<file path="src/rtl/tlc549_emu_pkg.sv">
// Shared definitions for the TLC549 serial ADC emulator: frame states,
// result width and the default conversion time.
package tlc549_emu_pkg;

    localparam int TLC549_BITS         = 8;
    localparam int CONV_CYCLES_DEFAULT = 1700;

    typedef enum logic [1:0] {
        IDLE,
        SHIFT,
        HOLD
    } state_t;

endpackage

</file>
<file path="src/rtl/tlc549_emulator_sync_edge.sv">
// Two-flop synchronizer for an asynchronous pin, with rise/fall detection
// on the synchronized level. RESET_VAL sets the idle level of every stage.
module sync_edge #(
    parameter logic RESET_VAL = 1'b0
) (
    input  logic clk_in,
    input  logic reset,
    input  logic async_in,
    output logic level,
    output logic rise,
    output logic fall
);

    logic r_meta;
    logic r_sync;
    logic r_prev;

    always_ff @(posedge clk_in or posedge reset) begin
        if (reset) begin
            r_meta <= RESET_VAL;
            r_sync <= RESET_VAL;
            r_prev <= RESET_VAL;
        end else begin
            r_meta <= async_in;
            r_sync <= r_meta;
            r_prev <= r_sync;
        end
    end

    assign level = r_sync;
    assign rise  = r_sync & ~r_prev;
    assign fall  = ~r_sync & r_prev;

endmodule

</file>
<file path="src/rtl/tlc549_emulator.sv">
// TLC549 serial ADC responder: shifts the last conversion result out on CS/ADC_clk
// and captures a new sample per full frame. TLC549_EMU_STATS_EN adds frame/error counters.
module tlc549_emulator
    import tlc549_emu_pkg::*;
#(
    parameter int CONV_CYCLES = CONV_CYCLES_DEFAULT
) (
    input  logic                   clk_in,
    input  logic                   reset,
    input  logic                   CS,
    input  logic                   ADC_clk,
    input  logic [TLC549_BITS-1:0] sample_in,
    output logic                   data_out,
    output logic                   data_oe,
    output logic                   sample_req,
    output logic                   busy,
    output logic                   frame_err
`ifdef TLC549_EMU_STATS_EN
    ,
    output logic [15:0]            frame_count,
    output logic [7:0]             err_count
`endif
);

    localparam int CNT_W = $clog2(CONV_CYCLES + 1);
    localparam int MSB   = TLC549_BITS - 1;

    logic w_csLevel, w_csRise, w_csFall;
    logic w_adcLevel, w_adcRise, w_adcFall;
    logic w_unusedAdc;

    state_t r_state, w_stateNext;
    logic   w_start, w_shiftEn, w_capture, w_abort;
    logic   w_resultUpdate;
    logic [TLC549_BITS-1:0] w_resultNext;

    logic [TLC549_BITS-1:0] r_shift, r_result, r_conv;
    logic [3:0]             r_bitCnt;
    logic [CNT_W-1:0]       r_convCnt;
    logic                   r_dataOut, r_dataOe, r_sampleReq, r_frameErr;
    logic [1:0]             r_settle;
    logic                   r_armed;

    sync_edge #(.RESET_VAL(1'b1)) u_csSync (
        .clk_in   (clk_in),
        .reset    (reset),
        .async_in (CS),
        .level    (w_csLevel),
        .rise     (w_csRise),
        .fall     (w_csFall)
    );

    sync_edge #(.RESET_VAL(1'b0)) u_adcSync (
        .clk_in   (clk_in),
        .reset    (reset),
        .async_in (ADC_clk),
        .level    (w_adcLevel),
        .rise     (w_adcRise),
        .fall     (w_adcFall)
    );

    assign w_unusedAdc = w_adcLevel ^ w_adcRise;

    assign w_resultUpdate = (r_convCnt == CNT_W'(1)) && !r_sampleReq;
    assign w_resultNext   = w_resultUpdate ? r_conv : r_result;

    always_ff @(posedge clk_in or posedge reset) begin
        if (reset) r_state <= IDLE;
        else       r_state <= w_stateNext;
    end

    // The 8th fall outranks a simultaneous CS rise so a complete frame is never lost.
    always_comb begin
        w_stateNext = r_state;
        w_start     = 1'b0;
        w_shiftEn   = 1'b0;
        w_capture   = 1'b0;
        w_abort     = 1'b0;
        case (r_state)
            IDLE: begin
                if (w_csFall && r_armed) begin
                    w_start     = 1'b1;
                    w_stateNext = SHIFT;
                end
            end
            SHIFT: begin
                if (w_adcFall && r_bitCnt == 4'(MSB)) begin
                    w_capture   = 1'b1;
                    w_stateNext = w_csRise ? IDLE : HOLD;
                end else if (w_csRise) begin
                    w_abort     = 1'b1;
                    w_stateNext = IDLE;
                end else if (w_adcFall) begin
                    w_shiftEn   = 1'b1;
                end
            end
            HOLD: begin
                if (w_csRise) w_stateNext = IDLE;
            end
            default: w_stateNext = IDLE;
        endcase
    end

    // A CS that is already low when the synchronizers flush after reset is not a frame start.
    always_ff @(posedge clk_in or posedge reset) begin
        if (reset) begin
            r_settle <= 2'd0;
            r_armed  <= 1'b0;
        end else begin
            if (r_settle != 2'd2) r_settle <= r_settle + 2'd1;
            if (r_settle == 2'd2 && w_csLevel) r_armed <= 1'b1;
        end
    end

    always_ff @(posedge clk_in or posedge reset) begin
        if (reset) begin
            r_shift     <= '0;
            r_bitCnt    <= 4'd0;
            r_dataOut   <= 1'b0;
            r_dataOe    <= 1'b0;
            r_sampleReq <= 1'b0;
            r_frameErr  <= 1'b0;
            r_conv      <= '0;
        end else begin
            r_sampleReq <= w_capture;
            r_frameErr  <= w_abort;
            r_dataOe    <= (w_stateNext != IDLE);
            if (w_start) begin
                r_shift   <= w_resultNext;
                r_dataOut <= w_resultNext[MSB];
                r_bitCnt  <= 4'd0;
            end else if (w_shiftEn || w_capture) begin
                r_shift   <= {r_shift[MSB-1:0], 1'b0};
                r_dataOut <= w_capture ? 1'b0 : r_shift[MSB-1];
                r_bitCnt  <= r_bitCnt + 4'd1;
            end else if (w_abort) begin
                r_dataOut <= 1'b0;
            end
            if (w_capture) r_conv <= sample_in;
        end
    end

    // The counter loads from the registered capture pulse, so busy trails sample_req by one cycle.
    always_ff @(posedge clk_in or posedge reset) begin
        if (reset) begin
            r_convCnt <= '0;
            r_result  <= '0;
        end else begin
            if (r_sampleReq)            r_convCnt <= CNT_W'(CONV_CYCLES);
            else if (r_convCnt != '0)   r_convCnt <= r_convCnt - CNT_W'(1);
            if (w_resultUpdate)         r_result  <= r_conv;
        end
    end

    assign data_out   = r_dataOut;
    assign data_oe    = r_dataOe;
    assign sample_req = r_sampleReq;
    assign frame_err  = r_frameErr;
    assign busy       = (r_convCnt != '0);

`ifdef TLC549_EMU_STATS_EN
    logic [15:0] r_frameCount;
    logic [7:0]  r_errCount;

    always_ff @(posedge clk_in or posedge reset) begin
        if (reset) begin
            r_frameCount <= 16'd0;
            r_errCount   <= 8'd0;
        end else begin
            if (w_capture) r_frameCount <= r_frameCount + 16'd1;
            if (w_abort && r_errCount != 8'hFF) r_errCount <= r_errCount + 8'd1;
        end
    end

    assign frame_count = r_frameCount;
    assign err_count   = r_errCount;
`endif

endmodule

</file>
<file path="config.mk">
export PLATFORM = sky130hd
export DESIGN_NAME = tlc549_emulator
export DESIGN_NICKNAME = d
export VERILOG_FILES = /design/src/rtl/tlc549_emu_pkg.sv /design/src/rtl/tlc549_emulator_sync_edge.sv /design/src/rtl/tlc549_emulator.sv
export SDC_FILE = /design/constraint.sdc
export NUM_CORES = 1
export LEC_CHECK = 0
export BUFFER_PORTS_ARGS = -buffer_cell sky130_fd_sc_hd__buf_2
export CAP_MARGIN = 20
export CORE_ASPECT_RATIO = 0.8
export CORE_MARGIN = 2
export CORE_UTILIZATION = 40
export DETAILED_ROUTE_END_ITERATION = 6
export GPL_ROUTABILITY_DRIVEN = 1
export PLACE_DENSITY = 0.65
export REMOVE_ABC_BUFFERS = 1
export SETUP_SLACK_MARGIN = 0.02
export SLEW_MARGIN = 10
export SYNTH_ARGS = -nofsm -noshare
export SYNTH_HDL_FRONTEND = slang
export SYNTH_SLANG_ARGS = --single-unit
</file>
<file path="constraint.sdc">
create_clock -name clk_in -period 1.9 [get_ports clk_in]
set_clock_uncertainty 0.2 [all_clocks]
set_input_delay 0.285 -clock clk_in [delete_from_list [all_inputs] [get_ports clk_in]]
set_output_delay 0.285 -clock clk_in [all_outputs]
set_load 0.02 [all_outputs]
</file>
## Yosys cells after proc, flatten, opt, wreduce, memory -nomap -nowiden

Index checks and enable logic that the tools add are counted.

| storage, ports and cells | value |
|---|---|
| output and inout port bits | 5 |
| word-level logic and storage cells | 72 |
| flip-flop bits (word level) | 53 |
| input bits | 12 |

| operators by class | value |
|---|---|
| bitwise operators | 6 |
| add/sub/neg operators | 3 |
| eq/ne operators | 6 |
| multiplexer cells | 27 |
| reductions and logical operators | 12 |

Operator list:

| cell | number |
|---|---|
| $mux 11 | 2 |
| $mux 1 | 15 |
| $mux 7 | 2 |
| $eq 11x1->1 const B | 1 |
| $reduce_bool 11->1 | 1 |
| $sub 11x1->11 const B | 1 |
| $mux 2 | 4 |
| $mux 4 | 2 |
| $mux 8 | 1 |
| $pmux 2 s3 | 1 |
| $reduce_bool 2->1 | 3 |
| $add 4x1->4 const B | 1 |
| $eq 2x2->1 const B | 2 |
| $eq 4x3->1 const B | 1 |
| $logic_and 1x1->1 | 4 |
| $and 1x1->1 | 3 |
| $not 1->1 | 3 |
| $reduce_bool 3->1 | 1 |
| $add 2x1->2 const B | 1 |
| $eq 2x1->1 const B | 1 |
| $logic_not 2->1 | 1 |
| $ne 2x2->1 const B | 1 |
| $logic_not 1->1 | 1 |
| $logic_or 1x1->1 | 1 |

## Depth between registers and ports, before layout

| logic depth | value |
|---|---|
| word-level depth | 9 |
| mapped depth | 7 |
| gate-level depth less buffers | 6 |

## By module

A second synthesis with hierarchy kept.

| unflattened totals | value |
|---|---|
| cells, all modules | 186 |
| area, all modules | 2299.7 um^2 |

By module, submodules not included:

| module | seq. area each (um^2) | times used | area an instance (um^2) | cells an instance |
|---|---|---|---|---|
| tlc549_emulator | 1176.1 | 1 | 2108.3 | 174 |
| sync_edge (u_csSync) | 78.8 | 1 | 97.6 | 6 |
| sync_edge (u_adcSync) | 75.1 | 1 | 93.8 | 6 |

## Least setup slack after synthesis

OpenSTA, ideal clock, no wires.

| timing path | value |
|---|---|
| kind | reg2reg |
| start point | register r_bitCnt[0] |
| end point | register r_shift[4] |
| data required time | 1.575 ns |
| setup time | 0.125 ns |
| path buffers | 0 |
| cell stages (with the launch flop) | 6 |
| arrival | 1.737 ns |
| setup slack | -0.162 ns |
| clock period less this slack | 2.062 ns |
| cells stage by stage | dfrtp_1 ha_1 and3b_1 o21ai_1 mux2_2 mux2_2 |

| between the ends | value |
|---|---|
| word-level cells in the longest chain between the ends | 6 |
| elaborated cells on any way between the ends | 8 |
| those cells by class | eq/ne (1); mux (4); reduce/logical (3) |

Ends and longest elaborated chain:

| element | RTL line | source |
|---|---|---|
| from (decl) | tlc549_emulator.sv:38 | `logic [3:0] r_bitCnt;` |
| from (signal assigned) | tlc549_emulator.sv:135 | `r_bitCnt <= r_bitCnt + 4'd1;` |
| $eq 4x3->1 * | tlc549_emulator.sv:87 | `if (w_adcFall && r_bitCnt == 4'(MSB)) begin` |
| $logic_and 1x1->1 * | tlc549_emulator.sv:87 |  |
| $mux 1 | tlc549_emulator.sv:87 |  |
| $mux 1 | tlc549_emulator.sv:79 | `case (r_state)` |
| $logic_or 1x1->1 * | tlc549_emulator.sv:132 | `end else if (w_shiftEn \|\| w_capture) begin` |
| $reduce_bool 2->1 (no line) * | n/a |  |
| to (signal assigned) | tlc549_emulator.sv:129 | `r_shift <= w_resultNext;` |
| to (signal assigned) | tlc549_emulator.sv:133 | `r_shift <= {r_shift[MSB-1:0], 1'b0};` |
| to (decl) | tlc549_emulator.sv:37 | `logic [TLC549_BITS-1:0] r_shift, r_result, r_conv;` |

Every way passes the cells marked *; elsewhere a longest branch is shown, timed or not.
A chain may end at the register's enable or synchronous reset.

## Worst setup path in the final report

| timing path | value |
|---|---|
| start point | register r_convCnt[4] |
| end point | output busy |

| between the ends | value |
|---|---|
| word-level cells in the longest chain between the ends | 1 |

Ends and longest elaborated chain:

| element | RTL line | source |
|---|---|---|
| from (decl) | tlc549_emulator.sv:39 | `logic [CNT_W-1:0] r_convCnt;` |
| from (signal assigned) | tlc549_emulator.sv:149 | `if (r_sampleReq) r_convCnt <= CNT_W'(CONV_CYCLES);` |
| from (signal assigned) | tlc549_emulator.sv:150 | `else if (r_convCnt != '0) r_convCnt <= r_convCnt - CNT_W'(1);` |
| $reduce_bool 11->1 | tlc549_emulator.sv:159 | `assign busy = (r_convCnt != '0);` |
| to (decl) | tlc549_emulator.sv:16 | `output logic busy,` |

Every way passes these cells.

==> reports/qor.txt <==
status: finished, violations left
failing checks: negative setup slack
num rows: 24
post-synthesis instance total: 181
Final Hold Viols: 0
All-Layer GR Usage: 0.154
hold wc startpoint: sample_in[6]
CP arrival: 1570 ps
post-synthesis mux area share: 0.118
utilization after layout: 0.574
Power Dens Cells: 1260 mW/mm^2
# clock sinks: 53
Min-Delay Endpoint: r_conv[6]
Reg area: 0.00133 sq mm
CP Class: flop to primary output
CTS tree: yes
Synth Area in Adders: 0.0218
DR vias/cell: 4.91
global-route wire length before repair: 7440 um
Yosys warnings: 0
Starting Density: 0.419
simple-gate area share of the yosys netlist: 0.140
main combinational cell family by area after synthesis: simple AND/OR/NAND/NOR gates
Max Freq: 486 MHz
via count: 1621
ratio of cells with drive above 1 in the final layout: 0.460
pin count of the biggest net entering global routing: 54
initial antenna violation count: 0
r2r setup slk: -160 ps
RSZ-0062 raised after global routing: true
Mean Syn Cell Area: 12.7 sq um
Antenna Diode Count: 0
most frequent cell after synthesis: dfrtp_1
Reg-to-Reg Start: r_convCnt[4]
GR Overflow Total: 0
Final WS setup: -159 ps
top cell type's share of synthesized area: 0.544
Worst-Skew Late Latency: 310 ps
Max Slew Vio Count: 0
cell area after layout: 0.00316 sq mm
worst hold path class: input pin to flop
Max Buffers Root-to-Sink: 2
CP max stage cell: dfrtp_1
mapped cell area: 0.00230 sq mm
critical path's top delay family: simple AND/OR/NAND/NOR gates
Avg WL per Cell: 13.4 um
Die Height: 71.8 um
Area growth, synth to finish: 37.2%
Final setup violation count: 12
Tcrit/Tclk final: 1.08
Synth top cells by count: 50 x dfrtp_1, 21 x mux2_2, 13 x nand2_1
DRT Wirelength: 4420 um
TritonCTS Buffers: 5
gp weighted congestion: 0.779
CTS root buffer: clkbuf_8
CP max stage delay: 430 ps
Core Area: 0.00550 sq mm
Rel. slew slack: 0.688
Fill cells: 461
Synth cell types: 47
DP Area: 0.00273 sq mm
hold path depth: 2
Slew @ Worst Pin: 466 ps
Tmin final: 2060 ps
crit-path cells: nor4_4 -> buf_4 -> and4_4 -> inv_2 -> buf_6
IO Pins: 17
Place WS: -135 ps
CP Capture Type: primary output
clock-pin slew on the worst setup and hold paths: 100 ps
sequential area share after synthesis: 0.578
DRC viols: 0
post-synthesis register bit count: 53
max-cap viol count: 0
Post-synth EDFFs: 0
H-tree level count: 2
Worst Reg-to-Reg Cells: 5
post-synthesis compound-gate area fraction: 0.0946
Buffers on Ports: 16
predominant post-synthesis flop cell: dfrtp_1
die width: 88.8 um
drt first pass iters: 4
Post-Synth XOR/XNOR Area: 0.0266
Starting DRT DRC Count: 70
P_leak: 1.45 nW
top post-synthesis cells by area: dfrtp_1 54%, mux2_2 10%, dfstp_2 3.4%
peak supply drop: 0.640 mV
RR Endpoint: r_shift[3]
WP data required: 1410 ps
area of the multi-input gates: 0.00103 sq mm
ys async rst share: 1.00
worst path buffer plus inverter count: 3
ANT nets after route: 0
Die Area: 0.00638 sq mm
area leader, netlist: dfrtp_1
kind of start point of the critical path: flop
DP HPWL: 2930 um
nets: 267
Worst Path Max Fanout: 2
vias in the first global route: 1571
power by group:
group          internal, mW  total, mW  switching, mW
Clock                 0.530      0.921          0.390
Combinational         0.830       1.50          0.665
Sequential             1.39       1.57          0.181
flip-flops by register name, summed over array words and instances (netlist names), 2 cells and up:
signal / cells
r_shift: 7
r_convCnt: 11
r_state: 2
r_conv: 8
r_result: 8
r_settle: 2
r_bitCnt: 4
cell type report:
type,count,share of cell area
multi-input cells,115,0.328
flip-flops and latches,53,0.421
well taps,78,0.0309
inverters,10,0.0119
clock buffers,5,0.0218
clock inverters,3,0.0218
repair buffers,66,0.164
worst max path at each step:
| stage | from | to | slack, ps | cells past startpoint |
|---|---|---|---|---|
| 4_1_cts | r_convCnt[4] | busy | -150 | 5 |
| 6_report | r_convCnt[4] | busy | -160 | 5 |
| 2_1_floorplan | r_bitCnt[0] | r_shift[4] | -160 | 5 |
| 5_1_grt | r_convCnt[4] | r_shift[3] | -230 | 5 |
| 3_3_place_gp | r_convCnt[1] | r_shift[3] | -110 | 6 |
| 3_5_place_dp | r_convCnt[1] | r_shift[1] | -130 | 7 |
repair_timing:
action,CTS,global route
hold endpoints to repair,58,0
hold buffers,9,0
pin swaps,15,8
gates resized for setup,21,13
setup endpoints to repair,16,19
setup buffers,7,1
per-layer routing:
| layer | vias up | track usage | routed length (um) |
|---|---|---|---|
| met1 | 811 | 0.226 | 2290 |
| li1 | 787 | - | - |
| met5 | - | 0 | 0 |
| met3 | 4 | 0.0380 | 93 |
| met4 | 0 | 0.0455 | 43 |
| met2 | 19 | 0.226 | 2000 |
stage by stage:
stage | power (mW) | hold WS (ps) | cells | TNS [ps]
after floorplan | 2.22 | 89.5 | 178 | -698
after global placement | 2.68 | 132 | 305 | -795
after detailed placement | 2.71 | 143 | 305 | -1080
after CTS | 3.88 | 2.67 | 329 | -937
after global routing | 4.23 | 0.594 | 330 | -2140
final | 3.99 | 15.1 | 330 | -1100
logic make-up after synthesis:
kind of cell / after synthesis
xor gates and xnor gates: 7
muxes: 24
adders and majority gates: 4
DFF: 53
and+or+nand+nor: 50
buffers and inverters: 13
AOI/OAI and AO/OA: 30
worst register-to-register path, stage by stage (launching register included):
cell and delay [ps]:
dfrtp_1 430, nor4_4 300, buf_4 160, nand4_4 180, mux2_4 350, a221o_1 320
cell usage in the layout, fill, tap and decap left out, types with 3 or more instances in the layout:
cell type,count
dfrtp_1,50
buf_4,34
mux2_2,21
buf_2,15
nand2_1,13
dlygate4sd3_1,9
nor2_1,8
xnor2_1,7
buf_6,7
inv_1,6
a21oi_1,5
o21ai_0,5
clkbuf_8,5
inv_2,4
nand2b_1,3
ha_1,3
dfstp_2,3
Power figures use the tool's default switching activity.
